==> src/rtl/inv_mix_columns_iter.sv <==
// Iterative AES InvMixColumns: one column per clock through a shared column datapath.
// Accepts a 128-bit state in IDLE, spends 4 BUSY cycles, then presents the result in DONE.
module inv_mix_columns_iter (
  input  logic         clk,
  input  logic         rst,
  input  logic         in_valid,
  output logic         in_ready,
  input  logic [127:0] in_state,
  output logic         out_valid,
  input  logic         out_ready,
  output logic [127:0] out_state,
  output logic         busy
);

  typedef enum logic [1:0] {IDLE, BUSY, DONE} state_t;

  state_t       state_q, state_d;
  logic [1:0]   col_cnt_q, col_cnt_d;
  logic [127:0] cap_q, cap_d;
  logic [127:0] res_q, res_d;

  logic [31:0]  col_in;
  logic [31:0]  col_out;
  logic [7:0]   b  [4];
  logic [7:0]   x2 [4];
  logic [7:0]   x4 [4];
  logic [7:0]   x8 [4];
  logic [7:0]   m9 [4];
  logic [7:0]   mb [4];
  logic [7:0]   md [4];
  logic [7:0]   me [4];
  logic [7:0]   d  [4];

  function automatic logic [7:0] xtime(input logic [7:0] v);
    return {v[6:0], 1'b0} ^ (v[7] ? 8'h1b : 8'h00);
  endfunction

  always_comb begin
    case (col_cnt_q)
      2'd0:    col_in = cap_q[127:96];
      2'd1:    col_in = cap_q[95:64];
      2'd2:    col_in = cap_q[63:32];
      default: col_in = cap_q[31:0];
    endcase
  end

  // Each output byte i sums 0e*b[i], 0b*b[i+1], 0d*b[i+2], 09*b[i+3] (indices mod 4).
  for (genvar gi = 0; gi < 4; gi++) begin : g_byte
    assign b[gi]  = col_in[31-8*gi -: 8];
    assign x2[gi] = xtime(b[gi]);
    assign x4[gi] = xtime(x2[gi]);
    assign x8[gi] = xtime(x4[gi]);
    assign m9[gi] = x8[gi] ^ b[gi];
    assign mb[gi] = x8[gi] ^ x2[gi] ^ b[gi];
    assign md[gi] = x8[gi] ^ x4[gi] ^ b[gi];
    assign me[gi] = x8[gi] ^ x4[gi] ^ x2[gi];
    assign d[gi]  = me[gi] ^ mb[(gi+1)%4] ^ md[(gi+2)%4] ^ m9[(gi+3)%4];
  end

  assign col_out   = {d[0], d[1], d[2], d[3]};
  assign out_state = res_q;

  always_comb begin
    state_d   = state_q;
    col_cnt_d = col_cnt_q;
    cap_d     = cap_q;
    res_d     = res_q;
    in_ready  = 1'b0;
    out_valid = 1'b0;
    busy      = 1'b0;
    case (state_q)
      IDLE: begin
        in_ready = 1'b1;
        if (in_valid) begin
          cap_d     = in_state;
          col_cnt_d = 2'd0;
          state_d   = BUSY;
        end
      end
      BUSY: begin
        busy = 1'b1;
        case (col_cnt_q)
          2'd0:    res_d[127:96] = col_out;
          2'd1:    res_d[95:64]  = col_out;
          2'd2:    res_d[63:32]  = col_out;
          default: res_d[31:0]   = col_out;
        endcase
        col_cnt_d = col_cnt_q + 2'd1;
        if (col_cnt_q == 2'd3) state_d = DONE;
      end
      DONE: begin
        out_valid = 1'b1;
        if (out_ready) state_d = IDLE;
      end
      default: state_d = IDLE;
    endcase
  end

  always_ff @(posedge clk) begin
    if (rst) begin
      state_q   <= IDLE;
      col_cnt_q <= 2'd0;
      cap_q     <= '0;
      res_q     <= '0;
    end else begin
      state_q   <= state_d;
      col_cnt_q <= col_cnt_d;
      cap_q     <= cap_d;
      res_q     <= res_d;
    end
  end

endmodule

==> config.mk <==
export PLATFORM = sky130hd
export DESIGN_NAME = inv_mix_columns_iter
export DESIGN_NICKNAME = d
export VERILOG_FILES = /design/src/rtl/inv_mix_columns_iter.sv
export SDC_FILE = /design/constraint.sdc
export NUM_CORES = 1
export LEC_CHECK = 0
export ABC_AREA = 0
export ABC_CLOCK_PERIOD_IN_PS = 4760
export CAP_MARGIN = 10
export CORE_MARGIN = 2
export CORE_UTILIZATION = 45
export CTS_BUF_LIST = sky130_fd_sc_hd__clkbuf_8 sky130_fd_sc_hd__clkbuf_16
export CTS_CLUSTER_DIAMETER = 150
export DETAILED_ROUTE_END_ITERATION = 7
export HOLD_SLACK_MARGIN = 0.15
export PLACE_DENSITY = 0.71
export SKIP_LAST_GASP = 1
export SLEW_MARGIN = 25
export SYNTH_ARGS = -nofsm -noshare
export SYNTH_HDL_FRONTEND = slang
export SYNTH_SLANG_ARGS = --single-unit
==> constraint.sdc <==
create_clock -name clk -period 4.76 [get_ports clk]
set_input_delay 1.428 -clock clk [delete_from_list [all_inputs] [get_ports clk]]
set_output_delay 1.428 -clock clk [all_outputs]
set_load 0.005 [all_outputs]
==> results.cfg <==
[detailed_routing]
via_per_inst = 5.240
drt_iter0_drc = 997
drc = 0
drtAntennaViolNets = 0
via_count = 11510
wl_per_cell_um = 18.10
wl_mm = 39.76
firstDrtPassIters = 8

[timing]
post-route-min-period_ns = 4.219
setup_viol = 0
timing.slew.headroom_pct = 32.49
worst_pin_slew_ns = 1.013
hold_viol = 0
skew_ns = 0.008587
fmax_mhz = 237.0
setup_ws_ns = 0.5413
finalCritPeriodShare_pct = 88.63
finalMaxSlewViolations = 0
tns_ns = 0
rsz0062_at_grt = false

[worst_setup_path]
crit_chain = inv_1 -> ha_1 -> a222oi_1 -> buf_4 -> xnor2_1 -> xnor2_1 -> mux2i_1 -> xnor3_1 -> xnor2_1 -> nor2_1 -> nor3_1
path_class = register to register
crit_path_max_fanout = 23
path_common_cell = xnor2_1
cp_slowest_cell = ha_1
required_ns = 5.23
arrival_ns = 4.69
crit_family = XOR/XNOR gates
start_kind = register
max_stage_delay_ns = 0.70
cp-end-kind = register
critPathBufInv = 2

[cells_and_area]
utilization_pct = 58.67
n_antenna_cell = 0
drive_above_1_share_pct = 6.067
nNetsFinal = 1930
nFillCells = 2651
area_growth_pct = 29.24

[power_and_ir_drop]
combPwrFrac_pct = 37.4
switching_share_pct = 35.04
leakage_nw = 6.132
irDropWorstVdd_mv = 0.3250
p_total_mw = 7.189
netSwitchingPower_mw = 2.519
internal-power_mw = 4.670
power_frac_clock_pct = 28.7
power.density_mw_per_mm2 = 429.3
seqPwrFrac_pct = 33.9

[floorplan]
pin_count = 263
core_mm2 = 0.02855
die_h_um = 173.7
rows = 62
die_w_um = 173.7
dieArea_mm2 = 0.03017
start_util_pct = 45.39

[clock_network]
cts_tree = yes
cts.root.buffer_cell = clkbuf_16
clk_pin_slew_ns = 0.07
numCtsBuffers = 27
htreeDepth = 1
cts_sinks = 260
cts-resized-gates = 0
clk_path_buf_depth = 3
cts_setup_buffers = 0
cts_hold_buf = 0
clock_latency_ns = 0.55

[global_route]
grt_pass1_wl_mm = 61.73
grt_pass1_vias = 10970
grt_max_degree = 157
track_usage_pct = 25.64
antenna_found_initial = 0
grt_overflow = 0

[synth]
yosysMostFrequentCell = nand2_1
synth_top_family_by_area = XOR/XNOR gates
synth_compound_area_share_pct = 14.97
synth_top_area_share_pct = 40.17
synth_fp_nets = 1736
synth_fa_ha_area_share_pct = 0.4828
synth-seq-area-share_pct = 40.17
synth_cell_types = 42
synth_flop_cell = dfxtp_1
syn_inst = 1599
synth_top_area_cell = dfxtp_1
syn-cell-area_mm2 = 0.01296
async_flop_share_pct = 0
yosys_warnings = 0
synthXorXnorAreaFrac_pct = 20.70
synth_edf_count = 0
synth_top_cells_by_count = nand2_1 (339), dfxtp_1 (260), a21oi_1 (199), nor2_1 (180), xnor2_1 (177)
synth_area_per_cell_um2 = 8.104
synth_mux_area_share_pct = 1.072
synth-simple-area-share_pct = 18.03
ys_ff_latch = 260
synth.area.top_cells = dfxtp_1 (40%), xnor2_1 (12%), nand2_1 (9.8%)

[placed_design]
gp_congestion = 0.9845
port_buffers = 262
pre_cts_ws_ns = 0.6033
hpwl_mm = 29.66

[status]
status = completed

[job]
drv_cap = 0

[hold_path]
hp-class = register to register
==> registers in the layout (all words and copies together), names as in the netlist <==
| register | count |
|---|---|
| cap_q | 128 |
| state_q | 2 |
| out_state | 128 |
| col_cnt_q | 2 |
==> kinds of logic (layout without fill, tap and decap cells) <==
logic type	count (synthesis)	after routing
AOI/OAI and AO/OA	317	317
xor gates and xnor gates	276	276
adders and majority gates	5	5
buffers and inverters	144	358
DFF	260	260
muxes	13	13
and+or+nand+nor	584	584
==> power by group through the flow <==
stage	Sequential (mW)	Clock, mW	Combinational (mW)
3_3_place_gp	2.48	0	2.65
6_report	2.44	2.07	2.69
5_1_grt	2.45	2.19	2.88
4_1_cts	2.44	2.09	2.69
3_5_place_dp	2.49	0	2.68
2_1_floorplan	2.44	0	1.81
==> worst reg2reg max path: stages, from the launching register on <==
cell and delay (ns):
dfxtp_1 0.34, inv_1 0.13, ha_1 0.70, a222oi_1 0.28, buf_4 0.25, xnor2_1 0.52
xnor2_1 0.14, mux2i_1 0.40, xnor3_1 0.46, xnor2_1 0.61, nor2_1 0.10, nor3_1 0.19
==> path summary, 6_finish.rpt <==
path	from	endpoint	slack (ns)	depth (start not counted)
worst max register to register	col_cnt_q[0]	out_state[2]	0.54	11
worst min register to register	cap_q[32]	cap_q[32]	0.45	2
worst min-delay path	cap_q[32]	cap_q[32]	0.45	2
worst max-delay path	col_cnt_q[0]	out_state[2]	0.54	11
==> layer usage <==
metal,wire length [um],vias up,GRT usage (%)
li1,-,5664,-
met5,0,-,0
met4,1208,0,8.438
met3,2648,65,4.079
met1,17630,5350,34.91
met2,18270,434,41.65
==> through the flow <==
step	area, um2	cells	hold WS [ns]
after floorplan	12960	1599	0.4357
after global placement	15870	2148	0.4419
after detailed placement	15870	2148	0.4476
after CTS	16750	2197	0.4560
after global routing	16750	2197	0.4719
final	16750	2197	0.4544
==> layout by cell type (no fill, tap or decap), types with 2 or more instances in the layout <==
cell type | Yosys | final
a211oi_1 | 51 | 51
a21o_1 | 4 | 4
a21oi_1 | 199 | 199
a21oi_2 | 2 | 2
a21oi_4 | 2 | 2
a222oi_1 | 32 | 32
and2_1 | 5 | 4
buf_12 | 0 | 4
buf_4 | 1 | 39
clkbuf_16 | 0 | 27
clkbuf_8 | 0 | 7
clkdlybuf4s50_1 | 0 | 261
clkinv_2 | 0 | 5
clkinvlp_4 | 0 | 3
dfxtp_1 | 260 | 260
ha_1 | 5 | 5
inv_1 | 3 | 9
mux2i_1 | 10 | 10
mux2i_2 | 2 | 2
nand2_1 | 339 | 338
nand2b_1 | 2 | 2
nand3b_1 | 4 | 4
nor2_1 | 180 | 180
nor2b_1 | 4 | 4
nor3_1 | 39 | 39
nor3_2 | 4 | 4
nor3b_1 | 5 | 5
o21ai_0 | 20 | 20
o31ai_1 | 4 | 4
xnor2_1 | 177 | 177
xnor2_2 | 4 | 4
xnor3_1 | 13 | 13
xor2_1 | 78 | 78
==> cell type report <==
type / instances / area (um2) / area share [%]
clock buffers: 33 / 758.2 / 4.527
clock inverters: 16 / 120.1 / 0.7172
inverters: 4 / 15.01 / 0.08965
multi-input cells: 1195 / 7169 / 42.81
flip-flops and latches: 260 / 5205 / 31.08
well taps: 384 / 480.5 / 2.869
repair buffers: 305 / 2999 / 17.91
No activity file was read; power rests on OpenSTA's default activity.
==> variant, RTL diff (same settings) <==
Re-encode `state_t` (3 states) as one-hot, 3 bits wide.
--- a/src/rtl/inv_mix_columns_iter.sv
+++ b/src/rtl/inv_mix_columns_iter.sv
@@ -14,3 +14,3 @@
 
-  typedef enum logic [1:0] {IDLE, BUSY, DONE} state_t;
+  typedef enum logic [2:0] {IDLE = 3'b001, BUSY = 3'b010, DONE = 3'b100} state_t;
 
Behaviour: same outputs for any inputs over 4 cycles, from zero or initial values and one cycle with rst high; so few cycles prove little.
==> variant against the original RTL <==
  * Sequential cell count grew 1
  * Utilization grew 1.3 points
  * Synthesized cell count grew 0.50%
  * Routed wire length grew 5.6%
  * Cell count grew 0.55%
  * Highest routed layer unchanged
  * Combinational power shrank 26%
  * Count of clock-buffer cells in the layout is the same
  * Largest cell class unchanged
  * Synthesized area shrank 1.1%
  * Clock skew grew 0.0013 ns
  * Total power shrank 8.6%
  * Setup slack lost 0.040 ns
  * Design area is essentially flat
  * Via count grew 0.10%
==> variant: results <==
place:
  dp_hpwl_um: 31400
  place.gp.congestion: 0.994
  place_ws_ns: 0.453
  io_buffers: 262
worst_hold_path:
  hold_depth: 2
  hp-class: "flip-flop to flip-flop"
detailed_routing:
  route.met2.wl_um: 19400
  met3_length_um: 2350
  avgRoutedWirePerCell_um: 19.0
  routed.top_layer: "met4"
  vias_per_cell: 5.22
  firstDrtPassIters: 5
  drt-met1-wl_um: 19000
  drt_iter0_markers: 1040
power_and_ir_drop:
  ir_drop_mv: 0.285
  leakage_nw: 6.06
timing:
  finalClockSkew_ns: 0.00990
  max_slew_margin_pct: 28.9
global_route:
  grt_usage_pct: 27.0
  grtUsageMet2_pct: 45.0
  grt_pass1_wl_um: 64000
  grt_pass1_vias: 10898
  antenna_found_initial: 0
  grtUsageMet3_pct: 3.61
  use_met1_pct: 36.8
  grt_max_degree: 104
setup_path:
  cp_slowest_cell: "a222oi_1"
  critPathTopFamily: "compound AO/OA/AOI/OAI gates"
  ff2ff_path_depth: 11
  max_stage_delay_ns: 0.81
  cp_max_fo: 14
  cp.arrival_ns: 4.74
logic_synthesis:
  ys_seq_area_share_pct: 40.7
  synth_top_area_cell: "dfxtp_1"
  syn_nets: 1744
  synth_commonest_cells: "nand2_1 (399), dfxtp_1 (261), a21oi_1 (225)"
  synth-async-reset-ratio_pct: 0
  ys_types: 34
  ys_top_cells_by_area: "dfxtp_1 (41%), nand2_1 (12%), xnor2_1 (12%)"
  yosys_warnings: 0
clock_tree:
  clk_latency_ns: 0.56
  cts-root-buf: "clkbuf_16"
  clkTransAtPathRegs_ns: 0.06
  cts_made_buffers: 28
  cts_buffer_depth: 3
  cts_resized: 0
  htreeDepth: 1
  postCtsSetupBuffers: 0
run_status:
  status: "complete, no violations"
final_layout:
  fin_nets: 1947
  layout-drive-gt1-share_pct: 6.06
  antenna_cells: 0
[variant: final timing paths]
path | start | to | slack [ns]
worst max-delay path | col_cnt_q[0] | out_state[35] | 0.50
worst min register to register | out_state[81] | out_state[81] | 0.45
worst max register to register | col_cnt_q[0] | out_state[35] | 0.50
worst min-delay path | out_state[81] | out_state[81] | 0.45
[variant: final cells by class]
| type | instances | area (sq um) |
|---|---|---|
| Clock buffer | 33 | 769 |
| Multi-Input combinational cell | 1204 | 7030 |
| Sequential cell | 261 | 5230 |
| Timing Repair Buffer | 312 | 3050 |
| Fill cell | 2551 | 11200 |
| Tap cell | 378 | 473 |
| Inverter | 3 | 11.3 |
| Clock inverter | 18 | 181 |
[variant: metrics by stage]
stage | area (sq um) | cells
floorplan | 12800 | 1607
global placement | 15800 | 2158
detailed placement | 15800 | 2158
CTS | 16700 | 2209
global route | 16700 | 2209
finish | 16700 | 2209
[variant: cell families after synthesis]
| logic type | share of synthesized area, % |
|---|---|
| mux | 0.878 |
| simple gates | 18.5 |
| compound gates | 14.6 |
| fa+ha+maj | 0.488 |
| buf+inv | 4.54 |
| xor+xnor | 20.2 |
| flops | 40.7 |
[variant: where the power goes]
group / leakage, nW / switching (mW) / internal [mW]
logic: 3.44 / 1.14 / 0.854
clock network: 0.492 / 0.899 / 1.31
registers: 2.12 / 0.0870 / 2.27
total: 6.06 / 2.13 / 4.44
[variant: worst register-to-register path: stages, from the launching register on]
cell	delay, ns
dfxtp_1	0.43
inv_1	0.09
ha_1	0.38
buf_4	0.28
a222oi_1	0.81
xor2_1	0.14
a21oi_1	0.62
xnor3_1	0.52
xnor2_1	0.20
xnor2_1	0.43
nor2_1	0.10
nor3_1	0.18
